$ cat config.mk
export PLATFORM = sky130hd
export DESIGN_NAME = load_store_master
export DESIGN_NICKNAME = d
export VERILOG_FILES = /design/src/rtl/load_store_master_pkg.sv /design/src/rtl/load_store_master_store_buffer.sv /design/src/rtl/load_store_master.sv
export SDC_FILE = /design/constraint.sdc
export NUM_CORES = 1
export LEC_CHECK = 0
export ABC_AREA = 1
export ABC_CLOCK_PERIOD_IN_PS = 12300
export BUFFER_PORTS_ARGS = -buffer_cell sky130_fd_sc_hd__buf_2
export CELL_PAD_IN_SITES_DETAIL_PLACEMENT = 0
export CELL_PAD_IN_SITES_GLOBAL_PLACEMENT = 2
export CORE_ASPECT_RATIO = 1.75
export CORE_MARGIN = 2
export CORE_UTILIZATION = 38
export DETAILED_ROUTE_END_ITERATION = 10
export PLACE_DENSITY = 0.95
export SYNTH_ARGS = -nofsm -noshare
export SYNTH_HDL_FRONTEND = slang
export SYNTH_SLANG_ARGS = --single-unit
$ cat constraint.sdc
create_clock -name clk_i -period 12.3 [get_ports clk_i]
set_input_delay 0.615 -clock clk_i [delete_from_list [all_inputs] [get_ports clk_i]]
set_output_delay 0.615 -clock clk_i [all_outputs]
set_load 0.01 [all_outputs]
$ cat src/rtl/load_store_master_pkg.sv
// Shared types for the load/store bus master: access width, FSM encodings,
// buffered store entry and the alignment rule.
package load_store_master_pkg;

  typedef enum logic [1:0] {
    BYTE      = 2'd0,
    HALF_WORD = 2'd1,
    WORD      = 2'd2
  } width_e;

  localparam logic [1:0] IDLE       = 2'd0;
  localparam logic [1:0] LOAD_WAIT  = 2'd1;
  localparam logic [1:0] STORE_WAIT = 2'd2;

  typedef struct packed {
    logic [31:0] address;
    logic [31:0] data;
    width_e      width;
  } store_entry_t;

  function automatic logic is_misaligned(width_e width, logic [1:0] offset);
    case (width)
      HALF_WORD: return offset[0];
      WORD:      return offset != 2'b00;
      default:   return 1'b0;
    endcase
  endfunction

endpackage

$ cat src/rtl/load_store_master_store_buffer.sv
// Posted-store FIFO with a per-entry word-address comparator so loads can
// detect a read-after-write hazard against any buffered store.
module store_buffer
  import load_store_master_pkg::*;
#(
  parameter int DEPTH = 4
) (
  input  logic               clk_i,
  input  logic               rst_n_i,
  input  logic               push_i,
  input  store_entry_t       push_entry_i,
  input  logic               pop_i,
  output store_entry_t       head_o,
  output logic               full_o,
  output logic               empty_o,
  input  logic [29:0]        match_addr_i,
  output logic [DEPTH-1:0]   match_o
);

  localparam int AW = $clog2(DEPTH);
  localparam logic [AW:0] FULL_COUNT = (AW+1)'(DEPTH);

  store_entry_t          entries_q [DEPTH];
  logic [DEPTH-1:0]      valid_q;
  logic [AW-1:0]         wr_ptr_q;
  logic [AW-1:0]         rd_ptr_q;
  logic [AW:0]           count_q;

  assign head_o  = entries_q[rd_ptr_q];
  assign full_o  = count_q == FULL_COUNT;
  assign empty_o = count_q == '0;

  always_ff @(posedge clk_i or negedge rst_n_i) begin
    if (!rst_n_i) begin
      wr_ptr_q <= '0;
      rd_ptr_q <= '0;
      count_q  <= '0;
      valid_q  <= '0;
    end else begin
      if (push_i) begin
        wr_ptr_q          <= wr_ptr_q + AW'(1);
        valid_q[wr_ptr_q] <= 1'b1;
      end
      if (pop_i) begin
        rd_ptr_q <= rd_ptr_q + AW'(1);
        // With a full FIFO wr_ptr == rd_ptr, but push is blocked when full,
        // so the set above and this clear never target the same slot.
        valid_q[rd_ptr_q] <= 1'b0;
      end
      count_q <= count_q + (AW+1)'(push_i) - (AW+1)'(pop_i);
    end
  end

  // Payload storage needs no reset: valid_q gates every use of it.
  always_ff @(posedge clk_i) begin
    if (push_i) begin
      entries_q[wr_ptr_q] <= push_entry_i;
    end
  end

  always_comb begin
    match_o = '0;
    for (int i = 0; i < DEPTH; i++) begin
      match_o[i] = valid_q[i] && (entries_q[i].address[31:2] == match_addr_i);
    end
  end

endmodule

$ cat src/rtl/load_store_master.sv
// Data-side bus master: issues loads directly, posts stores into a FIFO that
// drains in the background, one outstanding bus transaction at a time.
//
// state      | meaning
// IDLE       | no bus transaction outstanding
// LOAD_WAIT  | load request issued, waiting for load_valid
// STORE_WAIT | store request issued, waiting for store_done
module load_store_master
  import load_store_master_pkg::*;
#(
  parameter int STORE_BUFFER_DEPTH = 4
) (
  input  logic        clk_i,
  input  logic        rst_n_i,

  output logic        load_request,
  output logic [31:0] load_address,
  input  logic        load_valid,
  input  logic [31:0] load_data,

  output logic        store_request,
  output logic [31:0] store_address,
  output logic [1:0]  store_width,
  output logic [31:0] store_data,
  input  logic        store_done,

  input  logic        load_i,
  input  logic [31:0] load_address_i,
  input  logic [1:0]  load_width_i,
  input  logic        load_signed_i,
  output logic        load_ready_o,
  output logic        load_valid_o,
  output logic [31:0] load_data_o,

  input  logic        store_i,
  input  logic [31:0] store_address_i,
  input  logic [31:0] store_data_i,
  input  logic [1:0]  store_width_i,
  output logic        store_ready_o,

  output logic        misaligned_o,
  output logic        buffer_empty_o
);

  logic [1:0]   state_q, state_d;
  logic         load_request_q;
  logic [31:0]  load_address_q;
  width_e       load_width_q;
  logic         load_signed_q;
  logic         store_request_q;
  logic [31:0]  store_address_q;
  logic [31:0]  store_data_q;
  width_e       store_width_q;
  logic         misaligned_q;

  store_entry_t                  push_entry;
  store_entry_t                  head_entry;
  logic                          fifo_full, fifo_empty;
  logic [STORE_BUFFER_DEPTH-1:0] fifo_match;

  logic idle_eff, inflight_hit, hazard;
  logic load_accept, load_mis, load_issue;
  logic store_accept, store_mis, push, pop;

  function automatic logic [31:0] extract_load(logic [31:0] word, logic [1:0] offset,
                                               width_e width, logic sign_ext);
    logic [31:0] shifted;
    shifted = word >> {offset, 3'b000};
    case (width)
      BYTE:      return {{24{sign_ext & shifted[7]}}, shifted[7:0]};
      HALF_WORD: return {{16{sign_ext & shifted[15]}}, shifted[15:0]};
      default:   return shifted;
    endcase
  endfunction

  assign push_entry = '{address: store_address_i, data: store_data_i,
                        width: width_e'(store_width_i)};

  store_buffer #(.DEPTH(STORE_BUFFER_DEPTH)) u_store_buffer (
    .clk_i        (clk_i),
    .rst_n_i      (rst_n_i),
    .push_i       (push),
    .push_entry_i (push_entry),
    .pop_i        (pop),
    .head_o       (head_entry),
    .full_o       (fifo_full),
    .empty_o      (fifo_empty),
    .match_addr_i (load_address_i[31:2]),
    .match_o      (fifo_match)
  );

  // The response cycle counts as idle so back-to-back transactions run at
  // one per two cycles instead of three.
  assign idle_eff = (state_q == IDLE)
                 || (state_q == LOAD_WAIT  && load_valid)
                 || (state_q == STORE_WAIT && store_done);

  assign inflight_hit = (state_q == STORE_WAIT)
                     && (store_address_q[31:2] == load_address_i[31:2]);
  assign hazard       = (|fifo_match) || inflight_hit;

  assign load_ready_o = idle_eff && !hazard;
  assign load_accept  = load_i && load_ready_o;
  assign load_mis     = is_misaligned(width_e'(load_width_i), load_address_i[1:0]);
  assign load_issue   = load_accept && !load_mis;

  assign store_ready_o = !fifo_full;
  assign store_accept  = store_i && store_ready_o;
  assign store_mis     = is_misaligned(width_e'(store_width_i), store_address_i[1:0]);
  assign push          = store_accept && !store_mis;
  assign pop           = idle_eff && !load_issue && !fifo_empty;

  always_comb begin
    state_d = state_q;
    if (load_issue) begin
      state_d = LOAD_WAIT;
    end else if (pop) begin
      state_d = STORE_WAIT;
    end else if (idle_eff) begin
      state_d = IDLE;
    end
  end

  always_ff @(posedge clk_i or negedge rst_n_i) begin
    if (!rst_n_i) begin
      state_q         <= IDLE;
      load_request_q  <= 1'b0;
      load_address_q  <= '0;
      load_width_q    <= BYTE;
      load_signed_q   <= 1'b0;
      store_request_q <= 1'b0;
      store_address_q <= '0;
      store_data_q    <= '0;
      store_width_q   <= BYTE;
      misaligned_q    <= 1'b0;
    end else begin
      state_q         <= state_d;
      load_request_q  <= load_issue;
      store_request_q <= pop;
      misaligned_q    <= (load_accept && load_mis) || (store_accept && store_mis);
      if (load_issue) begin
        load_address_q <= load_address_i;
        load_width_q   <= width_e'(load_width_i);
        load_signed_q  <= load_signed_i;
      end
      if (pop) begin
        store_address_q <= head_entry.address;
        store_data_q    <= head_entry.data;
        store_width_q   <= head_entry.width;
      end
    end
  end

  assign load_request  = load_request_q;
  assign load_address  = load_address_q;
  assign store_request = store_request_q;
  assign store_address = store_address_q;
  assign store_width   = store_width_q;
  assign store_data    = store_data_q;

  assign load_valid_o = (state_q == LOAD_WAIT) && load_valid;
  assign load_data_o  = load_valid_o
                      ? extract_load(load_data, load_address_q[1:0], load_width_q, load_signed_q)
                      : '0;

  assign misaligned_o   = misaligned_q;
  assign buffer_empty_o = fifo_empty && (state_q != STORE_WAIT);

endmodule

==> run summary <==
=================================================================================
Wirelength per Cell                                                       21.0 um
Hold Slack                                                              0.0576 ns
Number of nets with antenna violations after detailed routing                   0
Pre-Repair DR Iteration Count                                                   5
FF-to-FF End                                                         u_store_buffer.count_q[2]
PwrDens                                                               238 mW/mm^2
Clock tree from TritonCTS                                                    done
Crit end category                                                        register
RSZ-0062 raised after global routing                                        false
Number of post-CTS setup repair buffers                                         0
DRT iter0 DRCs                                                                934
Maximum achievable frequency                                            0.231 GHz
GP Congestion                                                               0.935
Via count                                                                   14.1k
Cell leakage power                                                        9.29 nW
Share of the yosys chip area belonging to registers                         60.9%
Maximum clock path buffer count                                                 3
EDFF count, synth                                                             264
DRC violations left                                                             0
Share of post-route cells with drive strength above 1                       16.7%
Synthesized cell area                                                0.0178 sq mm
Yosys Warn Count                                                                0
Detailed-route wire length                                                57.9 mm
Final count of hold timing violations                                           0
First-pass GRT wire length                                                85.9 mm
Largest fanout on the critical path                                            73
Worst-Margin Slew                                                         1.30 ns
Via count of the first global-routing pass                                  14.2k
Die Height                                                                 291 um
Core footprint                                                       0.0466 sq mm
Outcome                                                              finished, final reports clean
Cts bufs inserted                                                              36
Clock Pin Slew Worst Setup and Hold Paths                                 0.07 ns
Post-synthesis register bit count                                             381
H-Tree Level Count                                                              2
Horizontal die dimension                                                   168 um
Final total negative setup slack                                             0 ns
Worst min path class                                                 input port to async pin
Overall track demand over capacity in global routing                        23.4%
Hold-fix buffers at CTS                                                         0
Setup slack on the worst flop-to-flop path                                7.97 ns
Main flop type after synthesis                                       sky130_fd_sc_hd__edfxtp_1
Number of buffer cells added on primary ports                                 275
Root buffer cell                                                     sky130_fd_sc_hd__clkbuf_16
Number of max-slew violations in the final report                               0
Net count, final                                                             2296
Area grow syn2layout                                                        16.9%
Num Clock Sinks                                                               381
Clock latency of the later-clocked register in the worst-skew pair        0.55 ns
Distinct cell type count after synthesis                                       38
Starting Density                                                            38.2%
Final clock period utilization by the worst path                            35.2%
Fill cell total of the finished layout                                       4482
Maximum ir drop on the vdd rail                                          0.146 mV
Start-to-end type of the worst setup path                            register to register
Average instance area after synthesis                                  9.33 sq um
Post-route clock skew                                                   0.0194 ns
Number of endpoints failing setup at the final stage                            0
Avg Vias per Cell                                                            5.12
Gates resized, CTS repair                                                       0
Startpoint of the lowest-slack register-to-register path               state_q[1]
Type of origin of the critical path                                      register
Estimated wirelength of the detail-placed design                          40.1 mm
Initial antenna violation count                                                14
Signal arrival time at the worst endpoint                                 4.74 ns
Data required, critical path                                             12.72 ns
Maximum number of pins on one net before global-route repair                   93
Tightest slew margin relative to the limit                                  13.1%
Die area                                                             0.0487 sq mm
Number of violations of the max-capacitance limit                               0
Congestion Overflow GR                                                          0
Net Count, Synth                                                             2065
Worst Reg2Reg Path Length in Cells                                             14
Asr flop ratio synth                                                        30.7%
Total I/O pin count                                                           276
Post-Syn Instances                                                           1911
Standard-cell row count                                                       105
Final worst path period need                                              4.33 ns
=================================================================================
layer usage:
metal  GRT usage (%)  share of wire [%]  vias to the layer above
met3            4.70                6.0                      142
met1            25.4                 37                     6693
met5               0               0.17                        -
li1                -                  -                     6791
met2            42.7                 52                      499
met4            12.0                5.2                       16
layout make-up:
class	count	area (sq um)	area share, %
clock buffer	46	990	4.75
timing repair buffer	290	1500	7.17
inverter	183	689	3.31
clock inverter	18	191	0.918
multi-input combinational	1250	5870	28.1
tap	588	736	3.53
sequential	381	10900	52.1
antenna	7	17.5	0.0840
power breakdown:
group          switching, mW  leakage (nW)  internal (mW)
combinational           1.28          4.87          0.583
sequential             0.215          3.85           1.74
clock                  0.492         0.561          0.637
registers in the layout, summed over array words and instances, names as in the netlist, 2 cells and up:
name,count
load_address,32
load_width_q,2
state_q,2
store_address,32
store_data,32
store_width,2
u_store_buffer.count_q,3
u_store_buffer.entries_q,264
u_store_buffer.rd_ptr_q,2
u_store_buffer.valid_q,4
u_store_buffer.wr_ptr_q,2
worst max-delay path: stages (launching register included):
cell                      delay [ns]
sky130_fd_sc_hd__dfrtp_1        0.39
sky130_fd_sc_hd__inv_1          0.08
sky130_fd_sc_hd__nand3_2        0.20
sky130_fd_sc_hd__inv_1          0.37
sky130_fd_sc_hd__o22ai_1        0.24
sky130_fd_sc_hd__nor2_4         0.12
sky130_fd_sc_hd__buf_4          0.77
sky130_fd_sc_hd__nand2_4        0.75
sky130_fd_sc_hd__inv_1          0.25
sky130_fd_sc_hd__ha_1           0.26
sky130_fd_sc_hd__inv_1          0.06
sky130_fd_sc_hd__ha_1           0.13
sky130_fd_sc_hd__inv_1          0.05
sky130_fd_sc_hd__fa_1           0.40
sky130_fd_sc_hd__xnor2_1        0.14
kinds of logic after synthesis:
logic type	count (synthesis)	synth area share, %
compound gates	340	10.2
xor+xnor	49	2.41
fa+ha+maj	15	1.09
buf+inv	280	6.46
flops	381	60.9
simple gates	846	18.9
worst max-delay path by stage:
stage / startpoint / endpoint / slack [ns] / cells after the start
after global placement: load_valid / u_store_buffer.count_q[1] / 7.66 / 14
after detailed placement: load_valid / u_store_buffer.count_q[2] / 7.59 / 14
after global routing: state_q[1] / u_store_buffer.count_q[2] / 7.67 / 14
after CTS: state_q[1] / u_store_buffer.count_q[2] / 7.87 / 14
final: state_q[1] / u_store_buffer.count_q[2] / 7.97 / 14
after floorplan: store_width_i[0] / u_store_buffer.valid_q[2] / 7.78 / 9
layout by cell type (no fill, tap or decap), types with 2 or more instances in the layout:
cell	synthesis	layout
sky130_fd_sc_hd__a21oi_1	90	90
sky130_fd_sc_hd__a311o_1	7	7
sky130_fd_sc_hd__a31oi_1	7	7
sky130_fd_sc_hd__and2_1	2	2
sky130_fd_sc_hd__buf_2	16	274
sky130_fd_sc_hd__buf_4	2	15
sky130_fd_sc_hd__bufinv_16	0	3
sky130_fd_sc_hd__clkbuf_1	57	6
sky130_fd_sc_hd__clkbuf_16	0	37
sky130_fd_sc_hd__clkbuf_8	0	3
sky130_fd_sc_hd__clkinv_1	1	5
sky130_fd_sc_hd__clkinv_2	0	3
sky130_fd_sc_hd__clkinvlp_4	0	5
sky130_fd_sc_hd__dfrtp_1	117	116
sky130_fd_sc_hd__diode_2	0	7
sky130_fd_sc_hd__edfxtp_1	264	264
sky130_fd_sc_hd__ha_1	14	14
sky130_fd_sc_hd__inv_1	180	178
sky130_fd_sc_hd__inv_2	2	3
sky130_fd_sc_hd__nand2_1	553	553
sky130_fd_sc_hd__nand3_1	89	89
sky130_fd_sc_hd__nand4_1	17	17
sky130_fd_sc_hd__nor2_1	177	172
sky130_fd_sc_hd__nor2_4	0	5
sky130_fd_sc_hd__o21ai_0	175	175
sky130_fd_sc_hd__o21ai_1	8	8
sky130_fd_sc_hd__o21ai_2	4	4
sky130_fd_sc_hd__o22ai_1	46	46
sky130_fd_sc_hd__xnor2_1	41	41
sky130_fd_sc_hd__xor2_1	8	8
Yosys cell counts (5+ instances only):
| cell | n | area share, % |
|---|---|---|
| sky130_fd_sc_hd__nand2_1 | 553 | 12 |
| sky130_fd_sc_hd__edfxtp_1 | 264 | 44 |
| sky130_fd_sc_hd__inv_1 | 180 | 3.8 |
| sky130_fd_sc_hd__nor2_1 | 177 | 3.7 |
| sky130_fd_sc_hd__o21ai_0 | 175 | 4.9 |
| sky130_fd_sc_hd__dfrtp_1 | 117 | 16 |
| sky130_fd_sc_hd__a21oi_1 | 90 | 2.5 |
| sky130_fd_sc_hd__nand3_1 | 89 | 2.5 |
| sky130_fd_sc_hd__clkbuf_1 | 57 | 1.2 |
| sky130_fd_sc_hd__o22ai_1 | 46 | 1.6 |
| sky130_fd_sc_hd__xnor2_1 | 41 | 2.0 |
| sky130_fd_sc_hd__nand4_1 | 17 | 0.60 |
| sky130_fd_sc_hd__buf_2 | 16 | 0.45 |
| sky130_fd_sc_hd__ha_1 | 14 | 0.98 |
| sky130_fd_sc_hd__buf_6 | 9 | 0.57 |
| sky130_fd_sc_hd__buf_1 | 8 | 0.17 |
| sky130_fd_sc_hd__o21ai_1 | 8 | 0.22 |
| sky130_fd_sc_hd__xor2_1 | 8 | 0.39 |
| sky130_fd_sc_hd__a311o_1 | 7 | 0.39 |
| sky130_fd_sc_hd__a31oi_1 | 7 | 0.25 |
| sky130_fd_sc_hd__clkbuf_2 | 5 | 0.14 |
stage by stage:
step                      total power, mW  setup WS, ns  utilization (%)  instances  cell area [sq um]
after floorplan                      3.14          7.78                -       1911              17800
after global placement               3.83          7.66             42.1       2692              19600
after detailed placement             3.87          7.59             42.1       2692              19600
after CTS                            5.00          7.87             44.7       2756              20800
after global routing                 5.27          7.67             44.7       2762              20800
final                                4.95          7.97             44.7       2763              20800
Note: power is estimated with default switching activity, not from simulation.
